==> src/rtl/regbank_pkg.sv <==
// Shared constants and request payload type for the register-bank write arbiter.
package regbank_pkg;

    localparam int unsigned DATA_W   = 32;
    localparam int unsigned ADDR_W   = 5;
    localparam int unsigned NUM_REGS = 16;

    localparam logic [ADDR_W-1:0] R0 = '0;

    typedef struct packed {
        logic              valid;
        logic [ADDR_W-1:0] addr;
        logic [DATA_W-1:0] data;
    } wr_req_t;

    // A destination is writable unless it is R0 or lies beyond the implemented registers.
    function automatic logic addr_legal(input logic [ADDR_W-1:0] addr);
        return (addr != R0) && (addr < ADDR_W'(NUM_REGS));
    endfunction

endpackage

==> src/rtl/regbank_write_arbiter_rr_arb2.sv <==
// Two-way round-robin arbiter; the last_grant pointer moves only when a grant is consumed.
module rr_arb2 (
    input  logic       clk,
    input  logic       rst,
    input  logic [1:0] req,
    input  logic       advance,
    output logic [1:0] gnt
);

    logic r_last_grant;

    always_comb begin
        gnt = req;
        if (req == 2'b11) begin
            gnt = r_last_grant ? 2'b01 : 2'b10;
        end
    end

    // Reset to 1 so requester 0 wins the first contention.
    always_ff @(posedge clk) begin
        if (rst) begin
            r_last_grant <= 1'b1;
        end else if (advance) begin
            r_last_grant <= gnt[1];
        end
    end

endmodule

==> src/rtl/regbank_write_arbiter.sv <==
// Shares the register bank write port between the ALU and load write-back paths.
// Optional read-port forwarding outputs are enabled by defining REGBANK_WR_FWD_EN.
module regbank_write_arbiter
    import regbank_pkg::*;
(
    input  logic              clk,
    input  logic              rst,
    input  logic              stall,
    input  logic              req0_valid,
    output logic              req0_ready,
    input  logic [ADDR_W-1:0] req0_addr,
    input  logic [DATA_W-1:0] req0_data,
    input  logic              req1_valid,
    output logic              req1_ready,
    input  logic [ADDR_W-1:0] req1_addr,
    input  logic [DATA_W-1:0] req1_data,
    output logic              regWrite,
    output logic [ADDR_W-1:0] regD,
    output logic [DATA_W-1:0] writeData,
`ifdef REGBANK_WR_FWD_EN
    input  logic [ADDR_W-1:0] rd_addr_s,
    input  logic [ADDR_W-1:0] rd_addr_t,
    output logic              fwd_s_hit,
    output logic              fwd_t_hit,
    output logic [DATA_W-1:0] fwd_data,
`endif
    output logic              illegal_wr,
    input  logic              illegal_clr
);

    wr_req_t           w_req0;
    wr_req_t           w_req1;
    wr_req_t           w_sel;
    logic [1:0]        w_req;
    logic [1:0]        w_gnt;
    logic              w_xfer;
    logic              w_legal;

    logic              r_reg_write;
    logic [ADDR_W-1:0] r_reg_d;
    logic [DATA_W-1:0] r_write_data;
    logic              r_illegal_wr;

    assign w_req0 = '{valid: req0_valid, addr: req0_addr, data: req0_data};
    assign w_req1 = '{valid: req1_valid, addr: req1_addr, data: req1_data};

    // Reset and stall hide both requests from the arbiter so nothing is accepted.
    assign w_req = {req1_valid, req0_valid} & {2{~(rst | stall)}};

    rr_arb2 u_rr_arb2 (
        .clk     (clk),
        .rst     (rst),
        .req     (w_req),
        .advance (w_xfer),
        .gnt     (w_gnt)
    );

    assign req0_ready = w_gnt[0];
    assign req1_ready = w_gnt[1];

    always_comb begin
        w_sel = '0;
        if (w_gnt[1]) begin
            w_sel = w_req1;
        end else if (w_gnt[0]) begin
            w_sel = w_req0;
        end
    end

    assign w_xfer  = w_sel.valid;
    assign w_legal = addr_legal(w_sel.addr);

    // Write-port register: illegal destinations still load address/data but never enable the write.
    always_ff @(posedge clk) begin
        if (rst) begin
            r_reg_write  <= 1'b0;
            r_reg_d      <= '0;
            r_write_data <= '0;
        end else begin
            r_reg_write <= w_xfer & w_legal;
            if (w_xfer) begin
                r_reg_d      <= w_sel.addr;
                r_write_data <= w_sel.data;
            end
        end
    end

    // Sticky error flag; a new illegal acceptance takes priority over a clear.
    always_ff @(posedge clk) begin
        if (rst) begin
            r_illegal_wr <= 1'b0;
        end else if (w_xfer && !w_legal) begin
            r_illegal_wr <= 1'b1;
        end else if (illegal_clr) begin
            r_illegal_wr <= 1'b0;
        end
    end

    assign regWrite   = r_reg_write;
    assign regD       = r_reg_d;
    assign writeData  = r_write_data;
    assign illegal_wr = r_illegal_wr;

`ifdef REGBANK_WR_FWD_EN
    assign fwd_s_hit = r_reg_write && (r_reg_d == rd_addr_s);
    assign fwd_t_hit = r_reg_write && (r_reg_d == rd_addr_t);
    assign fwd_data  = r_write_data;
`endif

endmodule

==> config.mk <==
export PLATFORM = sky130hd
export DESIGN_NAME = regbank_write_arbiter
export DESIGN_NICKNAME = d
export VERILOG_FILES = /design/src/rtl/regbank_pkg.sv /design/src/rtl/regbank_write_arbiter_rr_arb2.sv /design/src/rtl/regbank_write_arbiter.sv
export SDC_FILE = /design/constraint.sdc
export NUM_CORES = 1
export LEC_CHECK = 0
export BUFFER_PORTS_ARGS = -buffer_cell sky130_fd_sc_hd__buf_2
export CORE_ASPECT_RATIO = 0.6
export CORE_MARGIN = 2
export CORE_UTILIZATION = 35
export DETAILED_ROUTE_END_ITERATION = 16
export PLACE_DENSITY_LB_ADDON = 0.1
export SYNTH_ARGS = -nofsm -noshare
export SYNTH_HDL_FRONTEND = slang
export SYNTH_HIERARCHICAL = 1
export SYNTH_SLANG_ARGS = --single-unit
==> constraint.sdc <==
create_clock -name clk -period 2.32 [get_ports clk]
set_input_delay 0.348 -clock clk [delete_from_list [all_inputs] [get_ports clk]]
set_output_delay 0.348 -clock clk [all_outputs]
set_load 0.02 [all_outputs]
==> impl_metrics.sql <==
INSERT INTO impl_metrics (metric_group, metric, value, unit) VALUES
('outcome', 'status', 'finished clean', ''),
('critical_path', 'critical-path-slowest-cell', 'sky130_fd_sc_hd__buf_4', ''),
('detailed_routing', 'detailedRoute.firstIterationViolations', '80', ''),
('cts', 'holdBufCountCts', '0', ''),
('power_and_ir_drop', 'vdd_ir_drop_max', '0.2723', 'mV'),
('synth', 'post_synth_num_cell_types', '26', ''),
('run', 'timing.max_cap.violations', '0', ''),
('critical_path', 'startpoint_type_of_the_worst_setup_path', 'input port', ''),
('cells_and_area', 'nets', '391', ''),
('synth', 'synth_area_leaders', 'sky130_fd_sc_hd__dfxtp_1, sky130_fd_sc_hd__a22oi_1, sky130_fd_sc_hd__a211oi_1', ''),
('cells_and_area', 'post_layout_nonfiller_instances', '378', ''),
('cts', 'maximum_level_of_the_cts_h_tree', '2', ''),
('cells_and_area', 'sequential_cell_area', '800.8', 'um2'),
('critical_path', 'critical-path-top-cell-by-count', 'sky130_fd_sc_hd__buf_2', ''),
('synth', 'synth_common_cells', 'sky130_fd_sc_hd__dfxtp_1, sky130_fd_sc_hd__nor3_1, sky130_fd_sc_hd__a22oi_1, sky130_fd_sc_hd__a211oi_1, sky130_fd_sc_hd__clkbuf_1', ''),
('power_and_ir_drop', 'power.density', '579.1', 'mW/mm2'),
('critical_path', 'maximum_single_stage_delay_on_the_critical_path', '0.35', 'ns'),
('synth', 'ys_seq_area_share', '42.90', '%'),
('sta', 'fin_skew', '0.008775', 'ns'),
('synth', 'ys_async_sr_fraction', '0', '%'),
('floorplan', 'core', '0.005105', 'mm2'),
('critical_path', 'critical_path.reg2reg.startpoint', 'u_rr_arb2/r_last_grant', ''),
('synth', 'synthMostInstantiatedCell', 'sky130_fd_sc_hd__dfxtp_1', ''),
('sta', 'min_period_over_period', '83.45', '%'),
('synth', 'yosys.area.top_type', 'sky130_fd_sc_hd__dfxtp_1', ''),
('critical_path', 'cp_max_fo', '31', ''),
('placed_design', 'dp_hpwl', '3948', 'um'),
('placed_design', 'postPlaceCellArea', '0.002575', 'mm2'),
('cts', 'clock_latency', '0.28', 'ns'),
('critical_path', 'ff2ff_setup_slack', '0.63', 'ns'),
('placed_design', 'port_buffers', '120', ''),
('hold_path', 'worst_hold_startpoint', 'req1_data[29]', ''),
('sta', 'maxSlewViolCount', '0', ''),
('synth', 'netlist_instances', '200', ''),
('detailed_routing', 'detail_route.wirelength', '5668', 'um'),
('floorplan', 'fp.dieW', '98.29', 'um'),
('synth', 'synth.ff_latch_count', '40', ''),
('cells_and_area', 'layout_cell_area_excl_fill', '0.002668', 'mm2'),
('floorplan', 'io_pins', '121', ''),
('floorplan', 'placement_rows', '20', ''),
('cells_and_area', 'areaGrowthSynthToFinish', '42.90', '%'),
('detailed_routing', 'remaining_drc_errors', '0', ''),
('detailed_routing', 'first_pass_iters', '4', ''),
('global_routing', 'first_global_vias', '1862', ''),
('synth', 'postSynthNetCount', '280', ''),
('critical_path', 'critPathArrivalTime', '1.59', 'ns'),
('detailed_routing', 'ant_nets', '0', ''),
('critical_path', 'worst-setup-path-type', 'in2out', ''),
('synth', 'synth-edff-count', '0', ''),
('detailed_routing', 'route.vias.total', '1996', ''),
('floorplan', 'die_h', '60.57', 'um'),
('sta', 'finalCriticalPeriod', '1.936', 'ns'),
('critical_path', 'timing.critical_path.required', '1.97', 'ns'),
('cells_and_area', 'multi_input_comb_area', '967.2', 'um2'),
('global_routing', 'global_route.overflow_total', '0', ''),
('floorplan', 'die_area', '0.005953', 'mm2'),
('synth', 'synth-main-ff-cell', 'sky130_fd_sc_hd__dfxtp_1', ''),
('global_routing', 'grt_antenna_before_repair', '0', ''),
('cells_and_area', 'nFillCells', '518', ''),
('synth', 'synth.cell_area', '0.001867', 'mm2'),
('cts', 'path_clk_slew', '0.08', 'ns'),
('sta', 'setup-violations-final', '0', ''),
('cells_and_area', 'utilization', '52.25', '%'),
('synth', 'post_synth.cell_area_avg', '9.334', 'um2'),
('cts', 'cts.sinks', '40', ''),
('synth', 'synth_largest_type_area_fraction', '42.90', '%'),
('cts', 'clock_buffers_created_by_tritoncts', '5', ''),
('cells_and_area', 'final_layout_size_suffix_gt1_share', '49.36', '%'),
('sta', 'max_slew.worst_pin.slew', '0.4827', 'ns'),
('floorplan', 'initial_core_util', '36.57', '%'),
('critical_path', 'critPathCaptureType', 'output port', '');
metrics by stage:
stage | hold slack [ns] | total power [mW] | setup WS, ns
global route | 0.3380 | 1.628 | 0.3032
detailed placement | 0.4576 | 1.092 | 0.1448
finish | 0.3366 | 1.545 | 0.3840
CTS | 0.3297 | 1.559 | 0.3843
floorplan | 0.4424 | 0.9501 | 0.01343
global placement | 0.4506 | 1.087 | 0.2528
cell families after synthesis:
logic type             after synthesis  synth area share (%)
buffers and inverters               29                 7.506
AOI/OAI and AO/OA                   78                 34.32
and+or+nand+nor                     53                 15.28
DFF                                 40                 42.90
worst max-delay path: cells and delay by family:
family | cells | cell delay [ns]
AOI/OAI and AO/OA | 1 | 0.26
and+or+nand+nor | 1 | 0.26
buffers and inverters | 3 | 0.71
report_power, final:
group          leakage (nW)  internal [mW]  switching, mW
registers             0.326          0.725         0.0201
clock network        0.0510          0.237          0.233
logic                 0.773          0.148          0.181
total                  1.15           1.11          0.435
metal layers:
metal / share of wire [%] / vias to the layer above / GRT usage (%)
met1: 50 / 895 / 27.10
met2: 42 / 93 / 28.47
met4: 0.25 / 0 / 3.523
li1: - / 1006 / -
met3: 8.0 / 2 / 4.493
met5: 0 / - / 0
final timing paths:
kind,endpoint,cells past startpoint
min reg2reg,illegal_wr,1
max,req1_ready,5
min,writeData[29],3
max reg2reg,writeData[30],5
flip-flops by register name, indices dropped and copies added (netlist names):
name,cells
writeData,32
regD,5
illegal_wr,1
regWrite,1
u_rr_arb2/r_last_grant,1
final cells by class:
class / instances / area share [%]
inverter: 3 / 0.4221
tap: 66 / 3.096
clock buffer: 6 / 3.096
timing repair buffer: 130 / 26.74
clock inverter: 2 / 0.3752
multi-input combinational: 131 / 36.26
sequential: 40 / 30.02
placed cells by master, fill, tap and decap left out, drive strengths merged, types with 2 or more instances in the layout:
| master | count |
|---|---|
| inv | 3 |
| clkinv | 2 |
| or4 | 2 |
| a22oi | 35 |
| clkbuf | 6 |
| a211oi | 35 |
| a21boi | 2 |
| dfxtp | 40 |
| nor3b | 2 |
| nand2 | 2 |
| nor3 | 37 |
| nor2b | 3 |
| nand3b | 2 |
| nor2 | 2 |
| buf | 130 |
| a311oi | 2 |
Note: power is estimated with default switching activity, not from simulation.
